--- src/rtl/vga_clock_divider_param_pkg.sv ---
// -----------------------------------------------------------------------------
// vga_clkdiv_pkg
// Shared constants for the parametrised VGA clock divider.
//   CNT_W_DEFAULT : default width of the counter and divisor
//   DIV_MIN       : smallest legal divisor (a divisor of 0 is rejected on load)
// The divisor type itself (div_t) depends on the CNT_W parameter of each
// module, so it is declared locally inside the modules that need it.
// -----------------------------------------------------------------------------
package vga_clkdiv_pkg;

  localparam int CNT_W_DEFAULT = 8;
  localparam int DIV_MIN       = 1;

endpackage : vga_clkdiv_pkg

--- src/rtl/vga_clock_divider_param_if.sv ---
// -----------------------------------------------------------------------------
// vga_clock_divider_param_if
// Control and output bundle of the parametrised VGA clock divider.
//   en        : count enable
//   div_in    : requested divisor
//   div_load  : one-cycle request to load div_in
//   div_busy  : a loaded divisor waits for the next wrap
//   div_err   : one-cycle pulse, a load of 0 was rejected
//   tick      : one-cycle strobe at the start of each period
//   clkout    : registered divided clock
//   count     : current counter value
//   clkout90  : quadrature clock (only with VGA_CLKDIV_QUAD_EN defined)
// Modports: master (controller / consumer side), slave (divider side).
// -----------------------------------------------------------------------------
interface vga_clock_divider_param_if #(
  parameter int CNT_W = 8
) ();

  logic             en;
  logic [CNT_W-1:0] div_in;
  logic             div_load;
  logic             div_busy;
  logic             div_err;
  logic             tick;
  logic             clkout;
  logic [CNT_W-1:0] count;
`ifdef VGA_CLKDIV_QUAD_EN
  logic             clkout90;
`endif

  modport master (
    output en,
    output div_in,
    output div_load,
    input  div_busy,
    input  div_err,
    input  tick,
    input  clkout,
`ifdef VGA_CLKDIV_QUAD_EN
    input  clkout90,
`endif
    input  count
  );

  modport slave (
    input  en,
    input  div_in,
    input  div_load,
    output div_busy,
    output div_err,
    output tick,
    output clkout,
`ifdef VGA_CLKDIV_QUAD_EN
    output clkout90,
`endif
    output count
  );

endinterface : vga_clock_divider_param_if

--- src/rtl/vga_clock_divider_param_core.sv ---
// -----------------------------------------------------------------------------
// clkdiv_core
// Counter, wrap detection and the registered tick/clkout outputs.
//   clk            : master clock, rising edge
//   reset          : synchronous active-high reset
//   en_i           : count enable
//   div_active_i   : divisor of the period currently running
//   div_next_i     : divisor that will be active in the next cycle
//   wrap_o         : combinational, this enabled cycle is the last of a period
//   count_next_o   : combinational next counter value
//   count_o        : registered counter
//   tick_o         : registered period-start strobe
//   clkout_o       : registered divided clock
// clkout is computed from the next count and the next divisor so that the
// registered value always matches (count >= div_active>>1) in the same cycle,
// including the first cycle after a divisor change.
// -----------------------------------------------------------------------------
module clkdiv_core
  import vga_clkdiv_pkg::*;
#(
  parameter int CNT_W = CNT_W_DEFAULT
) (
  input  logic             clk,
  input  logic             reset,
  input  logic             en_i,
  input  logic [CNT_W-1:0] div_active_i,
  input  logic [CNT_W-1:0] div_next_i,
  output logic             wrap_o,
  output logic [CNT_W-1:0] count_next_o,
  output logic [CNT_W-1:0] count_o,
  output logic             tick_o,
  output logic             clkout_o
);

  typedef logic [CNT_W-1:0] div_t;

  localparam div_t ZERO = {CNT_W{1'b0}};
  localparam div_t ONE  = div_t'(DIV_MIN);

  div_t count_q;
  div_t count_d;
  logic tick_q;
  logic tick_d;
  logic clkout_q;
  logic clkout_d;
  logic wrap_s;

  // Next-state logic for the counter, tick and divided clock.
  always_comb begin
    count_d  = count_q;
    wrap_s   = en_i && (count_q == (div_active_i - ONE));
    if (wrap_s) begin
      count_d = ZERO;
    end else if (en_i) begin
      count_d = count_q + ONE;
    end else begin
      count_d = count_q;
    end
    // tick marks the first cycle of the new period; never set when idle
    tick_d   = wrap_s;
    clkout_d = (count_d >= (div_next_i >> 1));
  end

  // State registers with synchronous reset.
  always_ff @(posedge clk) begin
    if (reset) begin
      count_q  <= ZERO;
      tick_q   <= 1'b0;
      clkout_q <= 1'b0;
    end else begin
      count_q  <= count_d;
      tick_q   <= tick_d;
      clkout_q <= clkout_d;
    end
  end

  assign wrap_o       = wrap_s;
  assign count_next_o = count_d;
  assign count_o      = count_q;
  assign tick_o       = tick_q;
  assign clkout_o     = clkout_q;

endmodule : clkdiv_core

--- src/rtl/vga_clock_divider_param.sv ---
// -----------------------------------------------------------------------------
// vga_clock_divider_param
// Runtime-programmable clock divider for the VGA timing/pixel logic.
// Produces a registered divided clock and a one-cycle tick per period.
//   clkin  : master clock, rising edge
//   reset  : synchronous active-high reset
//   bus    : vga_clock_divider_param_if.slave (en, div_in, div_load in;
//            div_busy, div_err, tick, clkout, count [, clkout90] out)
// Parameters: CNT_W (counter/divisor width), DIV_DEFAULT (divisor after reset,
// legal 1..2^CNT_W-1).
// Optional feature macro: VGA_CLKDIV_QUAD_EN adds the quadrature clock
// clkout90 = (((count + (div>>2)) mod div) >= div>>1).
// A new divisor is only applied on a wrap cycle, so a period is never cut
// short or stretched by a load.
// -----------------------------------------------------------------------------
module vga_clock_divider_param
  import vga_clkdiv_pkg::*;
#(
  parameter int CNT_W       = CNT_W_DEFAULT,
  parameter int DIV_DEFAULT = 4
) (
  input  logic                       clkin,
  input  logic                       reset,
  vga_clock_divider_param_if.slave   bus
);

  typedef logic [CNT_W-1:0] div_t;

  localparam div_t ZERO    = {CNT_W{1'b0}};
  localparam div_t DIV_RST = div_t'(DIV_DEFAULT);

  div_t div_active_q;
  div_t div_active_d;
  div_t pending_q;
  div_t pending_d;
  logic busy_q;
  logic busy_d;
  logic err_q;
  logic err_d;

  logic wrap_s;
  logic load_ok_s;
  logic load_zero_s;
  div_t count_next_s;
  div_t count_s;
  logic tick_s;
  logic clkout_s;

  clkdiv_core #(
    .CNT_W (CNT_W)
  ) u_core (
    .clk          (clkin),
    .reset        (reset),
    .en_i         (bus.en),
    .div_active_i (div_active_q),
    .div_next_i   (div_active_d),
    .wrap_o       (wrap_s),
    .count_next_o (count_next_s),
    .count_o      (count_s),
    .tick_o       (tick_s),
    .clkout_o     (clkout_s)
  );

  // Load handshake: reject zero, otherwise pend until the next wrap.
  always_comb begin
    load_zero_s  = bus.div_load && (bus.div_in == ZERO);
    load_ok_s    = bus.div_load && (bus.div_in != ZERO);
    div_active_d = div_active_q;
    pending_d    = pending_q;
    busy_d       = busy_q;
    err_d        = load_zero_s;
    if (load_ok_s) begin
      if (wrap_s) begin
        // load on the wrap cycle itself goes straight in; overrides any pending
        div_active_d = bus.div_in;
        busy_d       = 1'b0;
      end else begin
        pending_d    = bus.div_in;
        busy_d       = 1'b1;
      end
    end else if (wrap_s && busy_q) begin
      div_active_d = pending_q;
      busy_d       = 1'b0;
    end else begin
      busy_d       = busy_q;
    end
  end

  // Divisor, pending and handshake registers with synchronous reset.
  always_ff @(posedge clkin) begin
    if (reset) begin
      div_active_q <= DIV_RST;
      pending_q    <= ZERO;
      busy_q       <= 1'b0;
      err_q        <= 1'b0;
    end else begin
      div_active_q <= div_active_d;
      pending_q    <= pending_d;
      busy_q       <= busy_d;
      err_q        <= err_d;
    end
  end

`ifdef VGA_CLKDIV_QUAD_EN
  logic clkout90_q;
  logic clkout90_d;

  // Quadrature level for a given count/divisor; count < div so the sum is
  // below 2*div and one conditional subtract implements the modulo.
  function automatic logic quad_level(input div_t cnt, input div_t div);
    logic [CNT_W:0] sum;
    sum = {1'b0, cnt} + {1'b0, (div >> 2)};
    if (sum >= {1'b0, div}) begin
      sum = sum - {1'b0, div};
    end else begin
      sum = sum;
    end
    return (sum >= {1'b0, (div >> 1)});
  endfunction

  // Next quadrature level, from the same next count/divisor as clkout.
  always_comb begin
    clkout90_d = quad_level(count_next_s, div_active_d);
  end

  // Quadrature clock register with synchronous reset.
  always_ff @(posedge clkin) begin
    if (reset) begin
      clkout90_q <= 1'b0;
    end else begin
      clkout90_q <= clkout90_d;
    end
  end

  assign bus.clkout90 = clkout90_q;
`else
  // next count is only needed by the quadrature option
  logic unused_s;
  assign unused_s = ^count_next_s;
`endif

  assign bus.div_busy = busy_q;
  assign bus.div_err  = err_q;
  assign bus.tick     = tick_s;
  assign bus.clkout   = clkout_s;
  assign bus.count    = count_s;

endmodule : vga_clock_divider_param

--- src/flat_wrapper.sv ---
// flat-port wrapper written by rule: the top's interface ports become plain ports
module vga_clock_divider_param_flat import vga_clkdiv_pkg::*;
#(
  parameter int CNT_W       = CNT_W_DEFAULT,
  parameter int DIV_DEFAULT = 4
)
  (clkin, reset, bus_en, bus_div_in, bus_div_load, bus_div_busy, bus_div_err, bus_tick, bus_clkout, bus_count);
  vga_clock_divider_param_if #(.CNT_W(CNT_W)) bus_i ();
  input  logic clkin;
  input  logic reset;
  input wire logic [$bits(bus_i.en)-1:0] bus_en;
  input wire logic [$bits(bus_i.div_in)-1:0] bus_div_in;
  input wire logic [$bits(bus_i.div_load)-1:0] bus_div_load;
  output wire logic [$bits(bus_i.div_busy)-1:0] bus_div_busy;
  output wire logic [$bits(bus_i.div_err)-1:0] bus_div_err;
  output wire logic [$bits(bus_i.tick)-1:0] bus_tick;
  output wire logic [$bits(bus_i.clkout)-1:0] bus_clkout;
  output wire logic [$bits(bus_i.count)-1:0] bus_count;
  assign bus_i.en = bus_en;
  assign bus_i.div_in = bus_div_in;
  assign bus_i.div_load = bus_div_load;
  assign bus_div_busy = bus_i.div_busy;
  assign bus_div_err = bus_i.div_err;
  assign bus_tick = bus_i.tick;
  assign bus_clkout = bus_i.clkout;
  assign bus_count = bus_i.count;
  vga_clock_divider_param #(.CNT_W(CNT_W), .DIV_DEFAULT(DIV_DEFAULT)) u_core (.clkin(clkin), .reset(reset), .bus(bus_i));
endmodule
--- config.mk ---
export PLATFORM = sky130hd
export DESIGN_NAME = vga_clock_divider_param_flat
export DESIGN_NICKNAME = d
export VERILOG_FILES = /design/src/rtl/vga_clock_divider_param_pkg.sv /design/src/rtl/vga_clock_divider_param_if.sv /design/src/rtl/vga_clock_divider_param_core.sv /design/src/rtl/vga_clock_divider_param.sv /design/src/flat_wrapper.sv
export SDC_FILE = /design/constraint.sdc
export NUM_CORES = 1
export LEC_CHECK = 0
export BUFFER_PORTS_ARGS = -buffer_cell sky130_fd_sc_hd__clkbuf_2
export CORE_UTILIZATION = 53
export CTS_BUF_LIST = sky130_fd_sc_hd__clkbuf_8
export DETAILED_ROUTE_END_ITERATION = 12
export PLACE_DENSITY = 0.75
export SETUP_SLACK_MARGIN = 0.3
export SLEW_MARGIN = 30
export SYNTH_ARGS = -nofsm -noshare
export SYNTH_HDL_FRONTEND = slang
export SYNTH_SLANG_ARGS = --single-unit
--- constraint.sdc ---
create_clock -name clkin -period 6 [get_ports clkin]
set_input_delay 0.3 -clock clkin [delete_from_list [all_inputs] [get_ports clkin]]
set_output_delay 0.3 -clock clkin [all_outputs]
set_load 0.05 [all_outputs]
# Word level (Yosys, flattened, before mapping)
# Index checks and enable logic that the tools add are counted.
[word_totals]
regBits = 28
wordCells = 31
out_inout_bits = 12
inputBits = 12
[classes]
eq_ne = 2
muxes = 8
n_bitwise = 1
reduce_logical = 9
addsub = 2
n_lt_le_gt_ge = 1
[op_table]
columns = ["cell", "count"]
rows = [
  ["8-bit 2-to-1 mux", 5],
  ["8-bit by 1-bit adder with 8-bit output (second input constant)", 1],
  ["8-bit == test", 1],
  ["8-bit by 7-bit greater-or-equal comparator with 1-bit output", 1],
  ["8-bit logical NOT", 1],
  ["8-bit nonzero test", 1],
  ["8-bit by 1-bit subtractor with 8-bit output (second input constant)", 1],
  ["1-bit logical AND", 4],
  ["2-bit AND reduction", 2],
  ["1-bit 2-to-1 mux", 3],
  ["2-bit != test (second input constant)", 1],
  ["2-bit nonzero test", 1],
  ["1-bit inverter", 1],
]

# Logic depth before layout (Yosys ltp)
# Gate-level depths: netlist of run 1.
[depth]
depth_word = 7
mapped_depth = 15
mapped_depth_nobuf = 15

# By module
# From an unflattened synthesis of run 1, not the netlist that was laid out.
[unflattened]
hier_cells = 235
area_unflattened_um2 = 1983.2
[by_module_without_submodules]
columns = ["module", "seq_area_each_um2", "cells_per_inst", "area_per_inst_um2", "n_inst"]
rows = [
  ["vga_clock_divider_param", 360.3, 126, 1103.6, 1],
  ["clkdiv_core", 200.2, 109, 879.6, 1],
]

# Worst setup path after synthesis of run 1
# OpenSTA, ideal clock, no wires.
[synth_path]
path_kind = "register to register"
from = "reg u_core.div_active_q[0]"
to = "reg u_core.u_core.clkout_q (netlist: u_core.u_core.clkout_o)"
setup_time_ps = 120
t_arrival_ps = 2892
required_ps = 5880
synth_period_minus_slack_ps = 3012
slack_ps = 2988
path_stages_with_launch = 16
n_path_buf = 0
cell_sequence = "dfxtp_1 > inv_1 > ha_1 > nor2b_1 > or3_1 > a31oi_2 > nand3_1 > nor2_1 > o22ai_1 > ha_1 > nand2b_1 > a21oi_1 > o21ai_0 > nand3_1 > a21boi_0 > o31a_1"
[synth_via]
elab_chain_cells = 7
word_cells_on_any_way = 9
classes_between = "add/sub (1); order compare (1); eq/ne (1); mux (4); reduce/logical (2)"
[synth_lines]
columns = ["element", "line", "rtl"]
rows = [
  ["from (decl)", "vga_clock_divider_param.sv:32", "div_t div_active_q;"],
  ["from (signal assigned)", "vga_clock_divider_param.sv:97", "div_active_q <= div_active_d;"],
  ["8-bit by 1-bit subtractor with 8-bit output (*)", "vga_clock_divider_param_core.sv:51", "wrap_s = en_i && (count_q == (div_active_i - ONE));"],
  ["8-bit == test (*)", "vga_clock_divider_param_core.sv:51", ""],
  ["1-bit logical AND (*)", "vga_clock_divider_param_core.sv:51", ""],
  ["1-bit logical AND", "vga_clock_divider_param.sv:81", "end else if (wrap_s && busy_q) begin"],
  ["8-bit 2-to-1 mux", "vga_clock_divider_param.sv:81", ""],
  ["8-bit 2-to-1 mux (*)", "vga_clock_divider_param.sv:72", "if (load_ok_s) begin"],
  ["via u_core.div_active_d[1]", "vga_clock_divider_param.sv:33", "div_t div_active_d;"],
  ["8-bit by 7-bit greater-or-equal comparator with 1-bit output (*)", "vga_clock_divider_param_core.sv:61", "clkout_d = (count_d >= (div_next_i >> 1));"],
  ["to (signal assigned)", "vga_clock_divider_param_core.sv:73", "clkout_q <= clkout_d;"],
  ["to (decl)", "vga_clock_divider_param_core.sv:44", "logic clkout_q;"],
]
# The timed path passes the listed nets; every way through them passes the cells marked *. The select of a mux whose other input is x is not followed.
# A chain may end at the register's enable or synchronous reset.

# Worst setup path after layout of run 1
# Ends and elaborated chain as after synthesis.

==> impl_metrics.py, run 1 <==
metrics = {
    "status": {
        "status": "finished clean",
    },
    "power_and_ir_drop": {
        "combPwrFrac_pct": 16.3,
        "power_per_cell_area_nw_per_um2": 210,
        "switching_power_mw": 0.106,
        "ir_drop_mv": 0.152,
        "power_leakage_nw": 0.746,
        "internal_power_mw": 0.274,
        "clockPowerShare_pct": 31.4,
        "p_seq_share_pct": 52.3,
        "sw_frac_of_total_pct": 28.0,
    },
    "yosys": {
        "syn_area_um2": 1680,
        "ys_async_sr_fraction_pct": 0,
        "ys_seq_area_share_pct": 33.4,
        "postSynthCellCount": 195,
        "ys_seq_elements": 28,
        "avgSynthCellArea_um2": 8.60,
        "synth_edf_count": 0,
        "synth_ff_type": "dfxtp_1",
        "ys_warn_count": 0,
        "synth.net_count": 216,
        "synth.distinct_cells": 48,
    },
    "sta": {
        "fin_ws_ns": 2.24,
        "worst_pin_slew_ns": 0.693,
        "drv_slew": 0,
        "rsz0062_at_grt": "no",
        "clock.fmax_ghz": 0.266,
        "slew_headroom_pct": 53.6,
        "setup_viol": 0,
        "skew_ns": 0.00513,
        "period_needed_ns": 3.76,
        "fin_tns_setup_ns": 0,
        "hold_viol_final": 0,
        "post-route-period-util_pct": 62.6,
    },
    "route": {
        "wirelength_um": 3690,
        "first_iter_violations": 77,
        "drt_first_pass_iters": 4,
        "avgViaCountPerCell": 5.81,
        "via_count": 1465,
        "drtAntennaViolNets": 0,
        "post_drt_wl_per_cell_um": 14.6,
        "drcViolationCount": 0,
    },
    "cts": {
        "cts_buffer_depth": 2,
        "hold_buffers": 0,
        "clk_pin_slew_ns": 0.10,
        "cts_tree": "yes",
        "clk_latency_ns": 0.28,
        "clock_sinks": 28,
        "cts_setup_buffers": 0,
        "cts_resized": 0,
        "cts_made_buffers": 3,
        "cts-htree-levels": 1,
        "clockRootBuffer": "clkbuf_8",
    },
    "grt": {
        "grt_first_pass_wirelength_um": 5950,
        "grt_overflow": 0,
        "met3_usage_pct": 3.35,
        "grt_use_met2_pct": 38.8,
        "use_met1_pct": 29.0,
        "grt_max_degree": 30,
        "antenna_found_initial": 0,
        "busiest_layer": "met2",
        "grt_pass1_vias": 1338,
        "grt_usage_pct": 23.3,
    },
    "finish": {
        "nets": 230,
        "synthToLayoutAreaGrowth_pct": 7.61,
        "utilization_pct": 59.6,
        "drive_gt1_share_pct": 18.3,
        "antenna_cells": 0,
        "stdcell_count": 252,
    },
    "place": {
        "dp_slack_ns": 2.31,
        "dp_hpwl_um": 2730,
        "place_congestion": 0.825,
        "port_buffers": 23,
        "place_inst": 248,
    },
    "setup_path": {
        "rr_startpoint": "u_core.div_active_q[0]$_SDFFE_PP0P_",
        "r2r-end": "u_core.u_core.clkout_o$_SDFF_PP0_",
        "worst-r2r-cell-count": 15,
        "criticalPathCategory": "reg2reg",
        "slowest_stage": "nor2_1",
        "worstPathRequired_ns": 6.18,
        "cp_slowest_stage_delay_ns": 0.47,
        "cp.arrival_ns": 3.94,
        "cp-start-kind": "register",
        "timing.critical_path.to_type": "register",
        "path_max_fanout": 14,
        "ff2ff_setup_slack_ns": 2.24,
        "crit_chain": "inv_1 > ha_1 > nor2b_1 > or3_1 > a31oi_2 > nand3_1 > nor2_1 > o22ai_1 > ha_1 > nand2b_1 > a21oi_1 > o21ai_0 > nand3_1 > a21boi_0 > o31a_1",
    },
    "die": {
        "start_util_pct": 55.4,
        "die_x_um": 58.3,
        "io_pins": 24,
        "fp.dieArea_um2": 3390,
        "dieHeight_um": 58.3,
        "coreArea_um2": 3030,
        "core.rowCount": 20,
    },
    "worst_hold_path": {
        "min-delay-start": "bus_div_in[7]",
        "hp-class": "in2reg",
        "min_path_cells": 3,
        "hold_end": "u_core.pending_q[7]$_SDFFE_PP0P_",
    },
    "run": {
        "cap_violations": 0,
    },
}
-- worst max path at each step --
stage | endpoint | startpoint | slack [ns]
after global placement | u_core.u_core.clkout_o$_SDFF_PP0_ | u_core.div_active_q[0]$_SDFFE_PP0P_ | 2.54
final | u_core.u_core.clkout_o$_SDFF_PP0_ | u_core.div_active_q[0]$_SDFFE_PP0P_ | 2.24
after CTS | u_core.u_core.clkout_o$_SDFF_PP0_ | u_core.div_active_q[0]$_SDFFE_PP0P_ | 2.28
after global routing | u_core.u_core.clkout_o$_SDFF_PP0_ | u_core.div_active_q[0]$_SDFFE_PP0P_ | 1.97
after floorplan | u_core.u_core.clkout_o$_SDFF_PP0_ | u_core.div_active_q[0]$_SDFFE_PP0P_ | 2.99
after detailed placement | u_core.u_core.clkout_o$_SDFF_PP0_ | u_core.div_active_q[0]$_SDFFE_PP0P_ | 2.31
-- Yosys cell counts, types with 2 or more instances --
| master | instances | share of area (%) |
|---|---|---|
| dfxtp_1 | 28 | 33 |
| nand2_1 | 19 | 4.3 |
| nor2_1 | 14 | 3.1 |
| a21oi_1 | 12 | 3.6 |
| o21ai_0 | 12 | 3.6 |
| xor2_1 | 10 | 5.2 |
| ha_1 | 9 | 6.7 |
| nor3_1 | 9 | 2.7 |
| nand3_1 | 8 | 2.4 |
| a22oi_1 | 7 | 3.1 |
| o32ai_1 | 5 | 2.6 |
| xnor2_1 | 5 | 2.6 |
| a2bb2oi_1 | 4 | 2.1 |
| buf_6 | 4 | 2.7 |
| inv_1 | 4 | 0.89 |
| buf_2 | 3 | 0.89 |
| buf_4 | 3 | 1.3 |
| clkbuf_1 | 3 | 0.67 |
| nand4_1 | 3 | 1.1 |
| a31oi_1 | 2 | 0.75 |
| nand3b_1 | 2 | 0.89 |
| nor2b_1 | 2 | 0.75 |
| nor4_1 | 2 | 0.75 |
-- layout make-up --
type | count | area, um2
Tap cell | 44 | 55.1
Timing Repair Buffer | 23 | 115
Clock buffer | 4 | 55.1
Multi-Input combinational cell | 149 | 1000
Inverter | 4 | 15.0
Fill cell | 268 | 1220
Sequential cell | 28 | 561
-- per-layer routing --
metal	share of wire [%]	routed length, um	vias up
li1	-	-	745
met1	45	1650	678
met2	49	1820	33
met3	3.4	124	9
met4	2.6	97	0
met5	0	0	-
-- critical path, delay by kind of cell, from the launching register on --
family,cells,cell delay [ns]
AND/OR/NAND/NOR,6,1.65
buffers and inverters,1,0.09
adder cells (fa/ha/maj),2,0.55
flip-flops,1,0.39
AO/OA/AOI/OAI,6,0.98
-- state kept, by name, summed over array words and instances (netlist names) --
register / count
u_core.div_active_q: 8
u_core.u_core.count_o: 8
u_core.pending_q: 8
u_core.u_core.tick_o: 1
u_core.u_core.clkout_o: 1
u_core.bus.div_busy: 1
u_core.bus.div_err: 1
-- kinds of logic (layout without fill, tap and decap cells) --
| logic type | after synthesis | after routing | share of synthesized area, % |
|---|---|---|---|
| and+or+nand+nor | 69 | 69 | 21.6 |
| AOI/OAI and AO/OA | 55 | 55 | 23.2 |
| DFF | 28 | 28 | 33.4 |
| buffers and inverters | 18 | 31 | 6.71 |
| xor gates and xnor gates | 15 | 15 | 7.83 |
| adders and majority gates | 9 | 9 | 6.71 |
| muxes | 1 | 1 | 0.597 |
-- metrics by stage --
stage	power [mW]	cell area, um2	hold WS [ns]
2_1_floorplan	0.250	1680	0.436
3_3_place_gp	0.263	1750	0.460
4_1_cts	0.383	1810	0.252
6_report	0.380	1810	0.259
3_5_place_dp	0.265	1750	0.468
5_1_grt	0.397	1810	0.265
-- placed cells by master (no fill, tap or decap), types with 2 or more instances in the layout --
cell	count
nor3_1	9
o21ai_0	12
a21oi_1	12
nor4_1	2
clkbuf_8	4
nand3b_1	2
nand2_1	19
nand4_1	3
xnor2_1	5
a31oi_1	2
a2bb2oi_1	4
xor2_1	10
ha_1	9
a22oi_1	7
dfxtp_1	28
nor2_1	14
clkbuf_2	23
o32ai_1	5
nand3_1	8
inv_1	4
nor2b_1	2
-- power groups by stage --
stage                     logic (mW)  clock network (mW)  registers, mW
final                         0.0618               0.119          0.199
after floorplan               0.0378                   0          0.212
after detailed placement      0.0616                   0          0.203
after global placement        0.0599                   0          0.203
after global routing          0.0676               0.129          0.200
after CTS                     0.0618               0.123          0.199
(Power assumes the default switching activity.)
==> run 2, diff against run 1 <==
--- a/config.mk
+++ b/config.mk
@@ -9,7 +9,7 @@
 export CORE_UTILIZATION = 53
 export CTS_BUF_LIST = sky130_fd_sc_hd__clkbuf_8
 export DETAILED_ROUTE_END_ITERATION = 12
-export PLACE_DENSITY = 0.75
+export PLACE_DENSITY = 0.78
 export SETUP_SLACK_MARGIN = 0.3
 export SLEW_MARGIN = 30
 export SYNTH_ARGS = -nofsm -noshare
==> constraint.sdc (replaced) <==
create_clock -name clkin -period 3.45 [get_ports clkin]
set_input_delay 0.1725 -clock clkin [delete_from_list [all_inputs] [get_ports clkin]]
set_output_delay 0.1725 -clock clkin [all_outputs]
set_load 0.05 [all_outputs]
==> impl_metrics.py, run 2 (same netlist as run 1, synthesis figures left out) <==
metrics = {
    "cts": {
        "clk_latency_ns": 0.27,
        "cts_made_buffers": 3,
        "clk_pin_slew_ns": 0.09,
        "cts_buffer_depth": 2,
        "cts-htree-levels": 1,
        "cts_tree": "yes",
        "clock_sinks": 28,
        "hold_buffers": 0,
        "clockRootBuffer": "clkbuf_8",
    },
    "power_and_ir_drop": {
        "clockPowerShare_pct": 30.1,
        "sw_frac_of_total_pct": 27.5,
        "ir_drop_mv": 0.324,
        "internal_power_mw": 0.484,
        "p_seq_share_pct": 51.8,
        "power_leakage_nw": 0.807,
        "combPwrFrac_pct": 18.2,
        "power_per_cell_area_nw_per_um2": 341,
        "switching_power_mw": 0.184,
    },
    "grt": {
        "grt_first_pass_wirelength_um": 5930,
        "antenna_found_initial": 0,
        "grt_max_degree": 28,
        "grt_usage_pct": 23.0,
        "grt_pass1_vias": 1333,
        "grt_overflow": 0,
    },
    "finish": {
        "final_common_cell": "dfxtp_1",
        "layout_common_cells": "dfxtp_1 (26), clkbuf_2 (23), nand2_1 (19)",
        "drive_gt1_share_pct": 26.1,
        "nets": 240,
        "antenna_cells": 0,
        "synthToLayoutAreaGrowth_pct": 16.7,
        "utilization_pct": 64.7,
    },
    "run": {
        "cap_violations": 0,
    },
    "die": {
        "start_util_pct": 55.4,
        "dieHeight_um": 58.3,
        "io_pins": 24,
        "die_x_um": 58.3,
        "coreArea_um2": 3030,
        "fp.dieArea_um2": 3390,
        "core.rowCount": 20,
    },
    "route": {
        "drcViolationCount": 0,
        "first_iter_violations": 70,
        "avgViaCountPerCell": 5.70,
        "wirelength_um": 3830,
        "drtAntennaViolNets": 0,
        "drt_first_pass_iters": 4,
        "via_count": 1493,
        "post_drt_wl_per_cell_um": 14.6,
    },
    "setup_path": {
        "timing.critical_path.to_type": "register",
        "slowest_stage": "or3_1",
        "criticalPathCategory": "reg2reg",
        "cp-start-kind": "register",
        "ff2ff_setup_slack_ns": 0.41,
        "cp.arrival_ns": 3.21,
        "worst-r2r-cell-count": 15,
        "cp.depth": 15,
        "cp.buffers_inverters": 2,
        "worst_path_dominant_cell_family": "compound AO/OA/AOI/OAI gates",
        "rr_startpoint": "u_core.div_active_q[0]$_SDFFE_PP0P_",
        "r2r-end": "u_core.u_core.clkout_o$_SDFF_PP0_",
        "cp-endpoint": "u_core.u_core.clkout_o$_SDFF_PP0_",
        "crit_chain": "inv_1 > ha_2 > nor2b_1 > or3_1 > a31oi_4 > nand3_4 > buf_4 > o22ai_1 > ha_1 > nand2b_1 > a21oi_2 > o21ai_0 > nand3_1 > a21boi_0 > o31a_1",
        "path_max_fanout": 6,
        "cp_slowest_stage_delay_ns": 0.40,
        "worstPathRequired_ns": 3.62,
        "worstSetupStartpoint": "u_core.div_active_q[0]$_SDFFE_PP0P_",
    },
    "sta": {
        "setup_viol": 0,
        "drv_slew": 0,
        "rsz0062_at_grt": "no",
        "clock.fmax_ghz": 0.329,
        "period_needed_ns": 3.04,
        "slew_headroom_pct": 48.8,
        "fin_hold_ws_ns": 0.139,
        "fin_tns_setup_ns": 0,
        "post-route-period-util_pct": 88.2,
        "worst_pin_slew_ns": 0.765,
        "hold_viol_final": 0,
        "skew_ns": 0.00305,
    },
    "place": {
        "port_buffers": 23,
        "dp_hpwl_um": 2650,
        "place_congestion": 0.850,
    },
    "status": {
        "status": "finished clean",
    },
    "worst_hold_path": {
        "hp-class": "in2reg",
    },
}
==> run 2: worst min-delay path: stages <==
cell and delay [ns]:
clkbuf_2 0.10, nand2_1 0.05, a21oi_1 0.05
==> run 2: layout make-up <==
class,count,area (um2)
Inverter,4,15.0
Multi-Input combinational cell,149,1070
Tap cell,44,55.1
Timing Repair Buffer,33,203
Sequential cell,28,563
Fill cell,246,1070
Clock buffer,4,55.1
==> run 2: worst min-delay path by stage <==
| stage | startpoint | to | slack [ns] | depth (start not counted) |
|---|---|---|---|---|
| floorplan | bus_div_in[0] | u_core.pending_q[0]$_SDFFE_PP0P_ | 0.31 | 2 |
| global placement | bus_div_in[4] | u_core.pending_q[4]$_SDFFE_PP0P_ | 0.43 | 3 |
| detailed placement | bus_div_in[4] | u_core.pending_q[4]$_SDFFE_PP0P_ | 0.43 | 3 |
| CTS | bus_div_in[4] | u_core.pending_q[4]$_SDFFE_PP0P_ | 0.13 | 3 |
| global route | bus_div_in[7] | u_core.pending_q[7]$_SDFFE_PP0P_ | 0.14 | 3 |
| finish | bus_div_in[7] | u_core.pending_q[7]$_SDFFE_PP0P_ | 0.14 | 3 |
==> run 2: layer usage <==
layer | global-route usage (%) | part of all wire (%) | vias up
met5 | 0 | 0 | -
met4 | 10.9 | 2.7 | 0
met3 | 2.68 | 3.0 | 10
met2 | 36.9 | 48 | 24
met1 | 30.8 | 46 | 700
li1 | - | - | 759
==> run 2: what timing repair did <==
action | CTS | global route
pin swaps | 0 | 2
resized for setup | 1 | 16
setup endpoints to repair | 1 | 1
buffers inserted | 1 | 5
==> run 2: metrics by stage <==
step	instance area [um2]	total power [mW]	std cells	setup slack (ns)
after global placement	1780	0.460	252	0.367
after CTS	1850	0.660	257	0.320
after floorplan	1680	0.435	195	0.438
after detailed placement	1780	0.461	252	0.286
after global routing	1960	0.700	262	0.222
final	1960	0.668	262	0.407
==> run 2: power by group through the flow <==
| stage | clock (mW) | combinational [mW] | sequential (mW) |
|---|---|---|---|
| 2_1_floorplan | 0 | 0.0657 | 0.369 |
| 3_3_place_gp | 0 | 0.107 | 0.353 |
| 3_5_place_dp | 0 | 0.107 | 0.353 |
| 4_1_cts | 0.205 | 0.109 | 0.346 |
| 5_1_grt | 0.219 | 0.133 | 0.348 |
| 6_report | 0.201 | 0.121 | 0.346 |
